$ cat src/rtl/vector_mem_ctrl_if.sv
// CPU-side request/response channel of the vector memory controller.
// The CPU drives the master modport and the controller uses the slave modport.
interface vector_mem_ctrl_if #(
    parameter int LANES    = 8,
    parameter int ELEM_W   = 8,
    parameter int ADDR_W   = 12,
    parameter int STRIDE_W = 4
) ();
    logic                      req_valid;
    logic                      req_ready;
    logic [1:0]                req_op;
    logic [ADDR_W-1:0]         req_addr;
    logic [STRIDE_W-1:0]       req_stride;
    logic [LANES*ELEM_W-1:0]   req_wdata;
    logic                      resp_valid;
    logic                      resp_ready;
    logic [LANES*ELEM_W-1:0]   resp_data;

    modport master (
        output req_valid, req_op, req_addr, req_stride, req_wdata, resp_ready,
        input  req_ready, resp_valid, resp_data
    );

    modport slave (
        input  req_valid, req_op, req_addr, req_stride, req_wdata, resp_ready,
        output req_ready, resp_valid, resp_data
    );
endinterface

$ cat src/rtl/vector_mem_ctrl.sv
// Load/store sequencer: splits one CPU request into per-element byte memory
// cycles at base + idx*stride and gathers load bytes into a vector response.
module vector_mem_ctrl #(
    parameter int LANES    = 8,
    parameter int ELEM_W   = 8,
    parameter int ADDR_W   = 12,
    parameter int STRIDE_W = 4
) (
    input  logic                clk,
    input  logic                rst,
    vector_mem_ctrl_if.slave    cpu,
    output logic                busy,
    output logic [ADDR_W-1:0]   mem_addr,
    output logic                mem_re,
    output logic                mem_we,
    output logic [ELEM_W-1:0]   mem_wdata,
    input  logic [ELEM_W-1:0]   mem_rdata
);
    localparam int IDX_W = (LANES > 1) ? $clog2(LANES) : 1;
    localparam int OFF_W = IDX_W + STRIDE_W;
    localparam int SUM_W = ADDR_W + OFF_W;

    typedef enum logic [1:0] {IDLE, RUN, DRAIN, RESP} state_t;

    state_t                    state;
    logic                      is_store;
    logic [ADDR_W-1:0]         base_q;
    logic [STRIDE_W-1:0]       stride_q;
    logic [LANES*ELEM_W-1:0]   wdata_q;
    logic [IDX_W-1:0]          idx;
    logic [IDX_W-1:0]          last_idx;
    logic [IDX_W-1:0]          next_idx;
    logic [IDX_W-1:0]          prev_idx;

    // Full-width offset, then truncation to the address width so addresses wrap.
    function automatic logic [ADDR_W-1:0] elem_addr(input logic [ADDR_W-1:0]   base,
                                                    input logic [STRIDE_W-1:0] stride,
                                                    input logic [IDX_W-1:0]    i);
        logic [OFF_W-1:0] offset;
        logic [SUM_W-1:0] full;
        offset = OFF_W'(i) * OFF_W'(stride);
        full   = SUM_W'(base) + SUM_W'(offset);
        return full[ADDR_W-1:0];
    endfunction

    always_comb begin
        next_idx = idx + IDX_W'(1);
        prev_idx = idx - IDX_W'(1);
    end

    always_ff @(posedge clk) begin
        if (!rst) begin
            state          <= IDLE;
            cpu.req_ready  <= 1'b1;
            cpu.resp_valid <= 1'b0;
            cpu.resp_data  <= '0;
            busy           <= 1'b0;
            mem_re         <= 1'b0;
            mem_we         <= 1'b0;
            mem_addr       <= '0;
            mem_wdata      <= '0;
            idx            <= '0;
        end else begin
            case (state)
                IDLE: begin
                    if (cpu.req_valid) begin
                        is_store      <= cpu.req_op[0];
                        base_q        <= cpu.req_addr;
                        stride_q      <= cpu.req_op[1] ? cpu.req_stride : '0;
                        wdata_q       <= cpu.req_wdata;
                        last_idx      <= cpu.req_op[1] ? IDX_W'(LANES - 1) : '0;
                        idx           <= '0;
                        cpu.resp_data <= '0;
                        // Element 0 is presented in the first RUN cycle.
                        mem_addr      <= cpu.req_addr;
                        mem_re        <= ~cpu.req_op[0];
                        mem_we        <= cpu.req_op[0];
                        mem_wdata     <= cpu.req_wdata[ELEM_W-1:0];
                        cpu.req_ready <= 1'b0;
                        busy          <= 1'b1;
                        state         <= RUN;
                    end
                end

                RUN: begin
                    // Registered memory read: this cycle's rdata belongs to the previous element.
                    if (!is_store && idx != '0)
                        cpu.resp_data[prev_idx*ELEM_W +: ELEM_W] <= mem_rdata;
                    if (idx == last_idx) begin
                        mem_re <= 1'b0;
                        mem_we <= 1'b0;
                        if (is_store) begin
                            cpu.resp_valid <= 1'b1;
                            state          <= RESP;
                        end else begin
                            state <= DRAIN;
                        end
                    end else begin
                        idx       <= next_idx;
                        mem_addr  <= elem_addr(base_q, stride_q, next_idx);
                        mem_wdata <= wdata_q[next_idx*ELEM_W +: ELEM_W];
                    end
                end

                DRAIN: begin
                    cpu.resp_data[last_idx*ELEM_W +: ELEM_W] <= mem_rdata;
                    cpu.resp_valid <= 1'b1;
                    state          <= RESP;
                end

                RESP: begin
                    if (cpu.resp_ready) begin
                        cpu.resp_valid <= 1'b0;
                        cpu.req_ready  <= 1'b1;
                        busy           <= 1'b0;
                        state          <= IDLE;
                    end
                end

                default: state <= IDLE;
            endcase
        end
    end
endmodule

$ cat src/flat_wrapper.sv
// flat-port wrapper written by rule: the top's interface ports become plain ports
module vector_mem_ctrl_flat 
#(
    parameter int LANES    = 8,
    parameter int ELEM_W   = 8,
    parameter int ADDR_W   = 12,
    parameter int STRIDE_W = 4
)
  (clk, rst, busy, mem_addr, mem_re, mem_we, mem_wdata, mem_rdata, cpu_req_valid, cpu_req_op, cpu_req_addr, cpu_req_stride, cpu_req_wdata, cpu_resp_ready, cpu_req_ready, cpu_resp_valid, cpu_resp_data);
  vector_mem_ctrl_if #(.LANES(LANES), .ELEM_W(ELEM_W), .ADDR_W(ADDR_W), .STRIDE_W(STRIDE_W)) cpu_i ();
  input  logic clk;
  input  logic rst;
  output logic busy;
  output logic [ADDR_W-1:0] mem_addr;
  output logic mem_re;
  output logic mem_we;
  output logic [ELEM_W-1:0] mem_wdata;
  input  logic [ELEM_W-1:0] mem_rdata;
  input wire logic [$bits(cpu_i.req_valid)-1:0] cpu_req_valid;
  input wire logic [$bits(cpu_i.req_op)-1:0] cpu_req_op;
  input wire logic [$bits(cpu_i.req_addr)-1:0] cpu_req_addr;
  input wire logic [$bits(cpu_i.req_stride)-1:0] cpu_req_stride;
  input wire logic [$bits(cpu_i.req_wdata)-1:0] cpu_req_wdata;
  input wire logic [$bits(cpu_i.resp_ready)-1:0] cpu_resp_ready;
  output wire logic [$bits(cpu_i.req_ready)-1:0] cpu_req_ready;
  output wire logic [$bits(cpu_i.resp_valid)-1:0] cpu_resp_valid;
  output wire logic [$bits(cpu_i.resp_data)-1:0] cpu_resp_data;
  assign cpu_i.req_valid = cpu_req_valid;
  assign cpu_i.req_op = cpu_req_op;
  assign cpu_i.req_addr = cpu_req_addr;
  assign cpu_i.req_stride = cpu_req_stride;
  assign cpu_i.req_wdata = cpu_req_wdata;
  assign cpu_i.resp_ready = cpu_resp_ready;
  assign cpu_req_ready = cpu_i.req_ready;
  assign cpu_resp_valid = cpu_i.resp_valid;
  assign cpu_resp_data = cpu_i.resp_data;
  vector_mem_ctrl #(.LANES(LANES), .ELEM_W(ELEM_W), .ADDR_W(ADDR_W), .STRIDE_W(STRIDE_W)) u_core (.clk(clk), .rst(rst), .cpu(cpu_i), .busy(busy), .mem_addr(mem_addr), .mem_re(mem_re), .mem_we(mem_we), .mem_wdata(mem_wdata), .mem_rdata(mem_rdata));
endmodule
$ cat config.mk
export PLATFORM = sky130hd
export DESIGN_NAME = vector_mem_ctrl_flat
export DESIGN_NICKNAME = d
export VERILOG_FILES = /design/src/rtl/vector_mem_ctrl_if.sv /design/src/rtl/vector_mem_ctrl.sv /design/src/flat_wrapper.sv
export SDC_FILE = /design/constraint.sdc
export NUM_CORES = 1
export LEC_CHECK = 0
export CORE_UTILIZATION = 37
export CTS_BUF_LIST = sky130_fd_sc_hd__clkbuf_16
export CTS_CLUSTER_DIAMETER = 60
export DETAILED_ROUTE_END_ITERATION = 8
export PLACE_DENSITY = 0.72
export SLEW_MARGIN = 5
export SYNTH_ARGS = -nofsm -noshare
export SYNTH_HDL_FRONTEND = slang
export SYNTH_SLANG_ARGS = --single-unit
$ cat constraint.sdc
create_clock -name clk -period 6.2 [get_ports clk]
set_input_delay 1.86 -clock clk [delete_from_list [all_inputs] [get_ports clk]]
set_output_delay 1.86 -clock clk [all_outputs]
set_load 0.005 [all_outputs]
==> flow_summary.yaml <==
synth:
  synth.distinct_cells: 67
  synth_area_leaders: "edfxtp_1 32%, dfxtp_1 24%, mux4_2 4.6%, ha_1 3.5%, a21oi_1 2.5%"
  synth_top_area_share: 0.317
  syn_inst: 651
  seq_area_frac_synth: 0.560
  synth_top_family_by_area: "compound AO/OA/AOI/OAI gates"
  synth_ff_type: "dfxtp_1"
  synth_edf_count: 82
  postSynthAreaPerCell_sq_um: 11.9
  synthArstFlopShare: 0
  yosys_register_bits: 176
  synth_mux_area_frac: 0.0747
  syn-cell-area_sq_um: 7760
  yosys_warnings: 0
  synth-compound-area-share: 0.163
  synth_fp_nets: 774
  synth_area_leader_cell: "edfxtp_1"
  synth-simple-area-share: 0.102
  synth_xor_area_frac: 0.00903
  synthAdderAreaFrac: 0.0535
floorplanning:
  pin_count: 183
  core_area_sq_um: 20400
  start_util: 0.380
  dieHeight_um: 147
  chipWidth_um: 147
  placement_rows: 52
  die_area_sq_um: 21600
power_and_ir_drop:
  p_seq_frac: 0.385
  p_clk_frac: 0.280
  p_leak_uw: 0.00367
  power_density_nw_per_um2: 371
  power_switching_uw: 1360
  netSwitchingFraction: 0.352
  vdd_drop_max_mv: 0.176
  p_int_uw: 2510
  pwr-share-comb: 0.335
setup_path:
  slowest_stage: "ha_1"
  critPathLaunch: "u_core.idx[0]$_SDFFE_PN0P_"
  crit_path_frequent_cell: "fa_1"
  worst-path-buf-inv: 3
  worstSetupStartpointType: "flip-flop"
  crit_path_end_kind: "flip-flop"
  cp.depth: 13
  crit_end: "u_core.mem_addr[11]$_SDFFE_PN0P_"
  required_ps: 6560
  crit_family: "adder cells"
  r2r_start: "u_core.idx[0]$_SDFFE_PN0P_"
  path_class: "flip-flop to flip-flop"
  r2r_end: "u_core.mem_addr[11]$_SDFFE_PN0P_"
  slowest_delay_ps: 550
  arrival_ps: 4940
  reg2reg_depth: 13
  crit_chain: "buf_4, inv_1, ha_1, nand2_1, fa_1, fa_1, inv_1, fa_1, a21o_1, a221oi_1, o21ai_0, a31o_2, o21ai_0"
  crit_path_max_fanout: 26
  r2r_setup_slack_ps: 1620
clocking:
  cts_buffer_depth: 2
  cts_resized: 0
  cts-root-buf: "clkbuf_16"
  cts.clk_slew.worst_paths_ps: 70
  numCtsBuffers: 17
  insertion_delay_ps: 440
  cts.sinks: 176
  post-cts-setup-buffers: 0
  hold_buffers: 0
  cts_tree: "yes"
  htree_levels: 4
route:
  viasPerCell: 5.28
  drc: 0
  postRouteAntennaNets: 0
  routed_wl_um: 19700
  vias: 5852
  drt-initial-drc-count: 406
  firstDrtPassIters: 5
  wl_per_cell_um: 17.8
global_routing:
  grt_antenna_before_repair: 0
  grt_pass1_wl_um: 30800
  grt_usage: 0.184
  overflow: 0
  grt_pass1_vias: 5682
  grt_max_degree: 82
hold_path:
  hp-class: "flip-flop to flip-flop"
cells_and_area:
  final_common_cell: "clkdlybuf4s50_1"
  nNetsFinal: 949
  design_area_sq_um: 10400
  mostFrequentLayoutCells: "181 x clkdlybuf4s50_1, 93 x dfxtp_1, 82 x edfxtp_1"
  final_layout_size_suffix_gt1_frac: 0.0954
  area_growth_pct: 34.4
  num_antenna_cells: 0
  fillers: 1822
timing:
  fin_crit_sh: 0.739
  slew-limit-headroom: 0.206
  hold_viol: 0
  fmaxAchievable_ghz: 0.218
  final.setup.tns_ps: 0
  maxSlewViolCount: 0
  worst_slew_pin_slew_ps: 1190
  setup_violations: 0
  finClkSkew_ps: 14.1
  min_period_ps: 4580
  hold_ws_ps: 452
  grt_setup_unrepaired: "false"
place:
  dp_hpwl_um: 13900
  placed_area_sq_um: 9830
  gp_congestion: 0.833
  io_buffer_count: 182
job:
  drv_cap: 0
run_status:
  status: "complete, no violations"
## worst min-delay path, stage by stage (launching register included)
cell and delay (ps):
dfxtp_1 310, inv_1 50, o22ai_1 50
## cells in the mapped netlist (7+ instances only)
library cell	instances
edfxtp_1	82
clkbuf_1	14
a22oi_1	7
ha_1	22
nor2b_1	10
mux4_2	16
o22ai_2	8
o2bb2ai_1	21
a21oi_1	39
mux2_2	7
o21ai_0	32
nand2_1	51
nor2_1	17
inv_1	40
nand3_1	30
o22ai_1	8
and2_1	14
buf_2	11
mux2i_1	14
dfxtp_1	94
a22o_1	8
o2111ai_1	8
fa_1	7
## per-stage QoR
stage / power, uW / instances / worst slack, ps / utilization
floorplan: 2330 / 651 / 1170 / -
global placement: 2780 / 1077 / 1690 / 0.481
detailed placement: 2810 / 1077 / 1600 / 0.481
CTS: 3900 / 1109 / 1570 / 0.511
global route: 4070 / 1109 / 1290 / 0.511
finish: 3870 / 1109 / 1620 / 0.511
## sequential cells by signal (all words and copies together) (netlist names)
signal and cells:
u_core.mem_re 1, u_core.stride_q 4, u_core.mem_we 1, u_core.is_store 1
u_core.mem_wdata 8, u_core.cpu.resp_valid 1, u_core.base_q 12, u_core.cpu.req_ready 1
u_core.mem_addr 12, u_core.idx 3, u_core.busy 1, u_core.wdata_q 64
u_core.last_idx 1, u_core.state 2, u_core.cpu.resp_data 64
## cell type report
type,instances,area (sq um),share of cell area
Multi-Input combinational cell,403,3130,0.301
Clock inverter,15,175,0.0168
Timing Repair Buffer,188,1860,0.179
Tap cell,270,338,0.0324
Clock buffer,17,425,0.0408
Inverter,40,150,0.0144
Sequential cell,176,4350,0.417
## metal layers
metal  vias up  wire length, um  global-route usage
li1       2795                -                   -
met2       179             9640               0.302
met4         0              212              0.0557
met1      2862             8870               0.247
met3        16              958              0.0342
met5         -                0                   0
## cells by family (layout without fill, tap and decap cells)
group | after synthesis | after routing
buffers and inverters | 72 | 260
multiplexers | 37 | 37
AO/OA/AOI/OAI | 176 | 176
flip-flops | 176 | 176
XOR/XNOR | 8 | 8
AND/OR/NAND/NOR | 153 | 153
adder cells (fa/ha/maj) | 29 | 29
## power groups by stage
| stage | Sequential, uW | Clock (uW) | Combinational (uW) |
|---|---|---|---|
| after detailed placement | 1510 | 0 | 1290 |
| after global placement | 1510 | 0 | 1270 |
| final | 1490 | 1080 | 1300 |
| after CTS | 1490 | 1100 | 1300 |
| after global routing | 1510 | 1140 | 1420 |
| after floorplan | 1490 | 0 | 837 |
## worst min path at each step
stage / from / to / slack [ps] / cells after the start
2_1_floorplan: u_core.cpu.resp_data[16]$_SDFFE_PN0P_ / u_core.cpu.resp_data[16]$_SDFFE_PN0P_ / 450 / 2
3_3_place_gp: u_core.cpu.resp_data[21]$_SDFFE_PN0P_ / u_core.cpu.resp_data[21]$_SDFFE_PN0P_ / 440 / 2
3_5_place_dp: u_core.cpu.resp_data[22]$_SDFFE_PN0P_ / u_core.cpu.resp_data[22]$_SDFFE_PN0P_ / 440 / 2
4_1_cts: u_core.cpu.resp_data[21]$_SDFFE_PN0P_ / u_core.cpu.resp_data[21]$_SDFFE_PN0P_ / 450 / 2
5_1_grt: u_core.cpu.resp_data[26]$_SDFFE_PN0P_ / u_core.cpu.resp_data[26]$_SDFFE_PN0P_ / 480 / 1
6_report: u_core.cpu.resp_data[22]$_SDFFE_PN0P_ / u_core.cpu.resp_data[22]$_SDFFE_PN0P_ / 450 / 2
Power figures use the tool's default switching activity.
==> patch 1 (same settings) <==
`LANES` is set to 8 in 3 places; all go to 16.
--- a/src/rtl/vector_mem_ctrl_if.sv
+++ b/src/rtl/vector_mem_ctrl_if.sv
@@ -1,7 +1,7 @@
 // CPU-side request/response channel of the vector memory controller.
 // The CPU drives the master modport and the controller uses the slave modport.
 interface vector_mem_ctrl_if #(
-    parameter int LANES    = 8,
+    parameter int LANES    = 16,
     parameter int ELEM_W   = 8,
     parameter int ADDR_W   = 12,
     parameter int STRIDE_W = 4
--- a/src/rtl/vector_mem_ctrl.sv
+++ b/src/rtl/vector_mem_ctrl.sv
@@ -1,7 +1,7 @@
 // Load/store sequencer: splits one CPU request into per-element byte memory
 // cycles at base + idx*stride and gathers load bytes into a vector response.
 module vector_mem_ctrl #(
-    parameter int LANES    = 8,
+    parameter int LANES    = 16,
     parameter int ELEM_W   = 8,
     parameter int ADDR_W   = 12,
     parameter int STRIDE_W = 4
--- a/src/flat_wrapper.sv
+++ b/src/flat_wrapper.sv
@@ -1,7 +1,7 @@
 // flat-port wrapper written by rule: the top's interface ports become plain ports
 module vector_mem_ctrl_flat 
 #(
-    parameter int LANES    = 8,
+    parameter int LANES    = 16,
     parameter int ELEM_W   = 8,
     parameter int ADDR_W   = 12,
     parameter int STRIDE_W = 4
Ports: changed (resized cpu_req_wdata and cpu_resp_data); port bits go from 183 to 311. No check against the original RTL was run, so the function may have changed too.
==> patch 1 against the unedited design <==
Area after synthesis is 68% higher; cell area is 69% higher; worst hold slack better by 9.0 ps; sequential cell count is 129 higher; worst setup slack worse by 400 ps; power is 62% higher; wire length is 89% higher; combinational power is 41% higher; largest power group unchanged.
==> patch 1: results (changes against the unedited design) <==
clock_network:
  htree_levels: 2  # was 4
  cts_buffer_depth: 3  # was 2
  post_cts_resized: 0  # unchanged
  numCtsBuffers: 34  # was 17
  clkTransAtPathRegs_ps: 60
  cts_post_setup_buffers_inserted: 0  # unchanged
  insertion_delay_ps: 510  # was 440 ps
  ctsRootBufferMaster: "clkbuf_16"  # unchanged
placed_design:
  io_buffers: 310  # was 182
  placed_cells: 1749  # was 1077
  place_area_um2: 16600  # was 9830 µm²
  dp_slack_ps: 1130  # was 1600 ps
  routabilityCongestion: 0.858  # was 0.833
  detailedPlacementHpwl_mm: 26.9  # was 13.9 mm
cells_and_area:
  regArea_um2: 7570  # was 4350 µm²
  fillers: 2999  # was 1822
  reg_top3: "u_core.cpu.resp_data x128, u_core.wdata_q x128"  # was u_core.cpu.resp_data x64, u_core.wdata_q x64
  drive_above_1_share: 0.101  # was 0.0954
  diodes: 0  # unchanged
  final_nets: 1527  # was 949
setup_path:
  cp_max_fo: 49  # was 26
  crit_arrival_ps: 5370  # was 4940 ps
sta:
  hold_viol: 0  # unchanged
  fin_worst_skew_ps: 17.2  # was 14.1 ps
  relSlewSlack: 0.333  # was 0.206
synthesis:
  synthAdderAreaFrac: 0.0427  # was 0.0535
  synth_edf_count: 146  # was 82
  yosysWarnings: 0  # unchanged
  synth_common_cells: "159 x dfxtp_1, 146 x edfxtp_1, 73 x nand2_1"  # was 94 x dfxtp_1, 82 x edfxtp_1, 51 x nand2_1
  syn_nets: 1234  # was 774
  synth_mux_area_frac: 0.0871  # was 0.0747
  ys_seq_area_frac: 0.581  # was 0.560
  synth_top_family_by_area: "compound AO/OA/AOI/OAI gates"  # unchanged
  ys.flop_type: "dfxtp_1"  # unchanged
  synth_compound_area_frac: 0.159  # was 0.163
  yosys.cell_types.count: 62  # was 67
  syn_inst: 1037  # was 651
  synth_xor_area_frac: 0.00788  # was 0.00903
  synth.area.top_cells: "edfxtp_1 34%, dfxtp_1 24%, mux4_2 5.5%, a22o_1 3.8%, a32o_1 3.7%"  # was edfxtp_1 32%, dfxtp_1 24%, mux4_2 4.6%, ha_1 3.5%, a21oi_1 2.5%
  synthArstFlopShare: 0  # unchanged
detailed_routing:
  drt_iter0_markers: 688  # was 406
  viasPerCell: 5.47  # was 5.28
  wl_mm: 37.3  # was 19.7 mm
  routedWlPerCell_um: 20.6  # was 17.8 µm
  drtPass1Iterations: 5  # unchanged
worst_hold_path:
  hold_class: "flop to flop"  # unchanged
global_routing:
  grt_usage: 0.203  # was 0.184
  antenna_found_initial: 2  # was 0
  grt_pass1_wl_mm: 56.3  # was 30.8 mm
  grt_pass1_vias: 9650  # was 5682
  overflow: 0  # unchanged
  grt_max_degree: 77  # was 82
outcome:
  status: "finished clean"  # unchanged
power:
  vdd_ir_drop_max_v: 0.000211  # was 0.000176 V
  power.leakage_nw: 6.19  # was 3.67 nW
==> patch 1: final cells by class <==
cell class / instances / area share
timing repair buffer: 327 / 0.183
clock buffer: 35 / 0.0496
clock inverter: 21 / 0.0120
sequential: 305 / 0.429
tap: 455 / 0.0323
inverter: 41 / 0.00872
multi-input combinational: 621 / 0.285
==> patch 1: worst paths after layout <==
kind                            start                       end  slack, ps  cells past startpoint
min          u_core.cpu.resp_data[37]  u_core.cpu.resp_data[37]        460                      1
min reg2reg  u_core.cpu.resp_data[37]  u_core.cpu.resp_data[37]        460                      1
max                     u_core.idx[0]       u_core.mem_addr[11]       1210                     16
max reg2reg             u_core.idx[0]       u_core.mem_addr[11]       1210                     16
==> patch 1: metal layers <==
layer | wire (µm) | track usage | part of all wire
met5 | 31 | 0 | 0.00083
met4 | 1120 | 0.0723 | 0.030
met3 | 3610 | 0.0581 | 0.097
met2 | 17500 | 0.337 | 0.47
met1 | 15000 | 0.253 | 0.40
==> patch 1: logic make-up (layout without fill, tap and decap cells) <==
| logic type | after synthesis | in the layout |
|---|---|---|
| simple gates | 232 | 232 |
| buf+inv | 111 | 424 |
| mux | 71 | 71 |
| xor+xnor | 10 | 10 |
| fa+ha+maj | 39 | 39 |
| flops | 305 | 305 |
| compound gates | 269 | 269 |
==> patch 1: power by group <==
part           total [mW]  internal, mW  leakage (nW)  switching, mW
clock                1.98          1.19         0.535          0.791
sequential           2.45          2.35          2.64          0.100
combinational        1.83         0.708          3.02           1.12
==> patch 1: critical path, cell delays in order, from the launching register on <==
cell	delay [ps]
dfxtp_4	350
buf_4	640
nand3_1	250
xnor2_2	500
nor2b_1	130
fa_1	390
ha_1	290
inv_1	50
fa_1	500
inv_1	40
ha_1	350
a21oi_1	180
nor2b_1	60
a311oi_1	390
a21oi_1	200
and4_1	250
o311a_1	290
==> patch 2 (same flow settings) <==
Without the edit above. The 4 states of `state_t` get a one-hot encoding in 4 bits.
--- a/src/rtl/vector_mem_ctrl.sv
+++ b/src/rtl/vector_mem_ctrl.sv
@@ -20,7 +20,7 @@
     localparam int OFF_W = IDX_W + STRIDE_W;
     localparam int SUM_W = ADDR_W + OFF_W;
 
-    typedef enum logic [1:0] {IDLE, RUN, DRAIN, RESP} state_t;
+    typedef enum logic [3:0] {IDLE = 4'b0001, RUN = 4'b0010, DRAIN = 4'b0100, RESP = 4'b1000} state_t;
 
     state_t                    state;
     logic                      is_store;
Formal check against the unedited RTL: no difference found for any inputs over 4 cycles, from zero or initial values and one cycle with rst low; so few cycles prove little.
==> patch 2 against the unedited design <==
Sequential cell count increased by 2; area after synthesis up 3.6%; cell area increased by 1.6%; wire length increased by 4.0%; count of clock-buffer cells in the layout stayed put; worst setup slack got worse by 450 ps; global-route usage increased by 0.37 points; fmax fell by 9.0%; first-iteration DRC count increased by 16%; non-clock buffer count did not move.
Power is not compared: it rests on default switching activity, and its combinational part moved more than twofold at a synthesized area within 25%.
==> patch 2: results (changes against the unedited design) <==
power:
  p_int_mw: 2.02
  powerDensity_nw_per_um2: 253
  p_comb_mw: 0.306
worst_hold_path:
  hold_class: "flop to flop"  # unchanged
sta:
  fin_worst_skew_ps: 10.8  # was 14.1 ps
  maxSlewViolCount: 0  # unchanged
  tightest_slew_ps: 1280  # was 1190 ps
  whs_ps: 447  # was 452 ps
  setup_ws_ps: 1160  # was 1620 ps
setup_path:
  cpPeakStageDelay_ps: 890  # was 550 ps
  crit_arrival_ps: 5320  # was 4940 ps
  reg2reg_depth: 11  # was 13
  critPathSlowestCell: "dfxtp_2"  # was ha_1
  cp_max_fo: 33  # was 26
  crit_family: "adder cells"  # unchanged
synthesis:
  ys_seq_area_frac: 0.545  # was 0.560
  yosys.cell_types.count: 67  # unchanged
  synth_common_cells: "96 x dfxtp_1, 93 x nand2_1, 82 x edfxtp_1"  # was 94 x dfxtp_1, 82 x edfxtp_1, 51 x nand2_1
  synth_edf_count: 82  # unchanged
  syn_nets: 822  # was 774
  synth.area.top_cells: "edfxtp_1 31%, dfxtp_1 24%, o2bb2ai_1 5.3%, mux4_2 4.5%, nand2_1 4.3%"  # was edfxtp_1 32%, dfxtp_1 24%, mux4_2 4.6%, ha_1 3.5%, a21oi_1 2.5%
  synthArstFlopShare: 0  # unchanged
  syn_inst: 704  # was 651
  yosysWarnings: 0  # unchanged
cells_and_area:
  drive_above_1_share: 0.0769  # was 0.0954
  final_nets: 976  # was 949
  reg_top3: "u_core.cpu.resp_data x64, u_core.wdata_q x64"  # unchanged
  fillers: 1858  # was 1822
detailed_routing:
  drt_iter0_markers: 471  # was 406
  viasPerCell: 5.33  # was 5.28
  wl_mm: 20.5  # was 19.7 mm
  drtPass1Iterations: 5  # unchanged
  route.vias.total: 6114  # was 5852
placed_design:
  routabilityCongestion: 0.797  # was 0.833
  placed_cells: 1114  # was 1077
  io_buffers: 182  # unchanged
  place_area_um2: 10000  # was 9830 µm²
  dp_slack_ps: 1150  # was 1600 ps
  detailedPlacementHpwl_mm: 14.3  # was 13.9 mm
global_routing:
  grt_usage: 0.188  # was 0.184
  antenna_found_initial: 1  # was 0
  grt_pass1_wl_mm: 32.0  # was 30.8 mm
  grt_max_degree: 88  # was 82
  grt_pass1_vias: 5859  # was 5682
clock_network:
  cts_buffer_depth: 2  # unchanged
  cts_post_setup_buffers_inserted: 0  # unchanged
  insertion_delay_ps: 430
  ctsRootBufferMaster: "clkbuf_16"  # unchanged
  clkTransAtPathRegs_ps: 70  # about the same
outcome:
  status: "finished clean"  # unchanged
patch 2: cell types whose count changed in the layout (fill, tap and decap cells not counted), sizes merged, moves of 16 or more:
| cell | change |
|---|---|
| a21oi | -16 |
| nand2 | +42 |
| nand3 | -16 |
| o2bb2ai | +28 |
patch 2: path summary, 6_finish.rpt:
kind | startpoint | endpoint
worst min-delay path | u_core.cpu.resp_data[48] | u_core.cpu.resp_data[48]
worst max register to register | u_core.idx[0] | u_core.mem_addr[11]
worst min register to register | u_core.cpu.resp_data[48] | u_core.cpu.resp_data[48]
worst max-delay path | u_core.idx[0] | u_core.mem_addr[11]
patch 2: layout make-up:
cell class	count	area [µm²]	share of cell area
antenna	1	2.50	0.000236
timing repair buffer	188	1860	0.176
inverter	37	139	0.0131
sequential	178	4390	0.414
clock buffer	17	425	0.0401
clock inverter	15	154	0.0145
tap	275	344	0.0325
multi-input combinational	436	3290	0.310
patch 2: cell families (layout without fill, tap and decap cells):
logic type,count (synthesis),after routing,synth area share
AOI/OAI and AO/OA,184,184,0.172
xor gates and xnor gates,3,3,0.00327
adders and majority gates,24,24,0.0439
buffers and inverters,90,257,0.0464
DFF,178,178,0.545
muxes,25,25,0.0560
other,0,1,0
and+or+nand+nor,200,200,0.132
patch 2: layer usage:
layer | global-route usage | part of all wire | vias up
met5 | 0 | 0 | -
met4 | 0.0735 | 0.018 | 0
met3 | 0.0401 | 0.064 | 31
met2 | 0.299 | 0.48 | 205
met1 | 0.248 | 0.44 | 2926
li1 | - | - | 2952
patch 2: tightest hold or removal path: cells and delay by family (launching register included):
family / cells / cell delay (ps)
AND/OR/NAND/NOR: 1 / 50
flip-flops: 1 / 310
AO/OA/AOI/OAI: 1 / 50
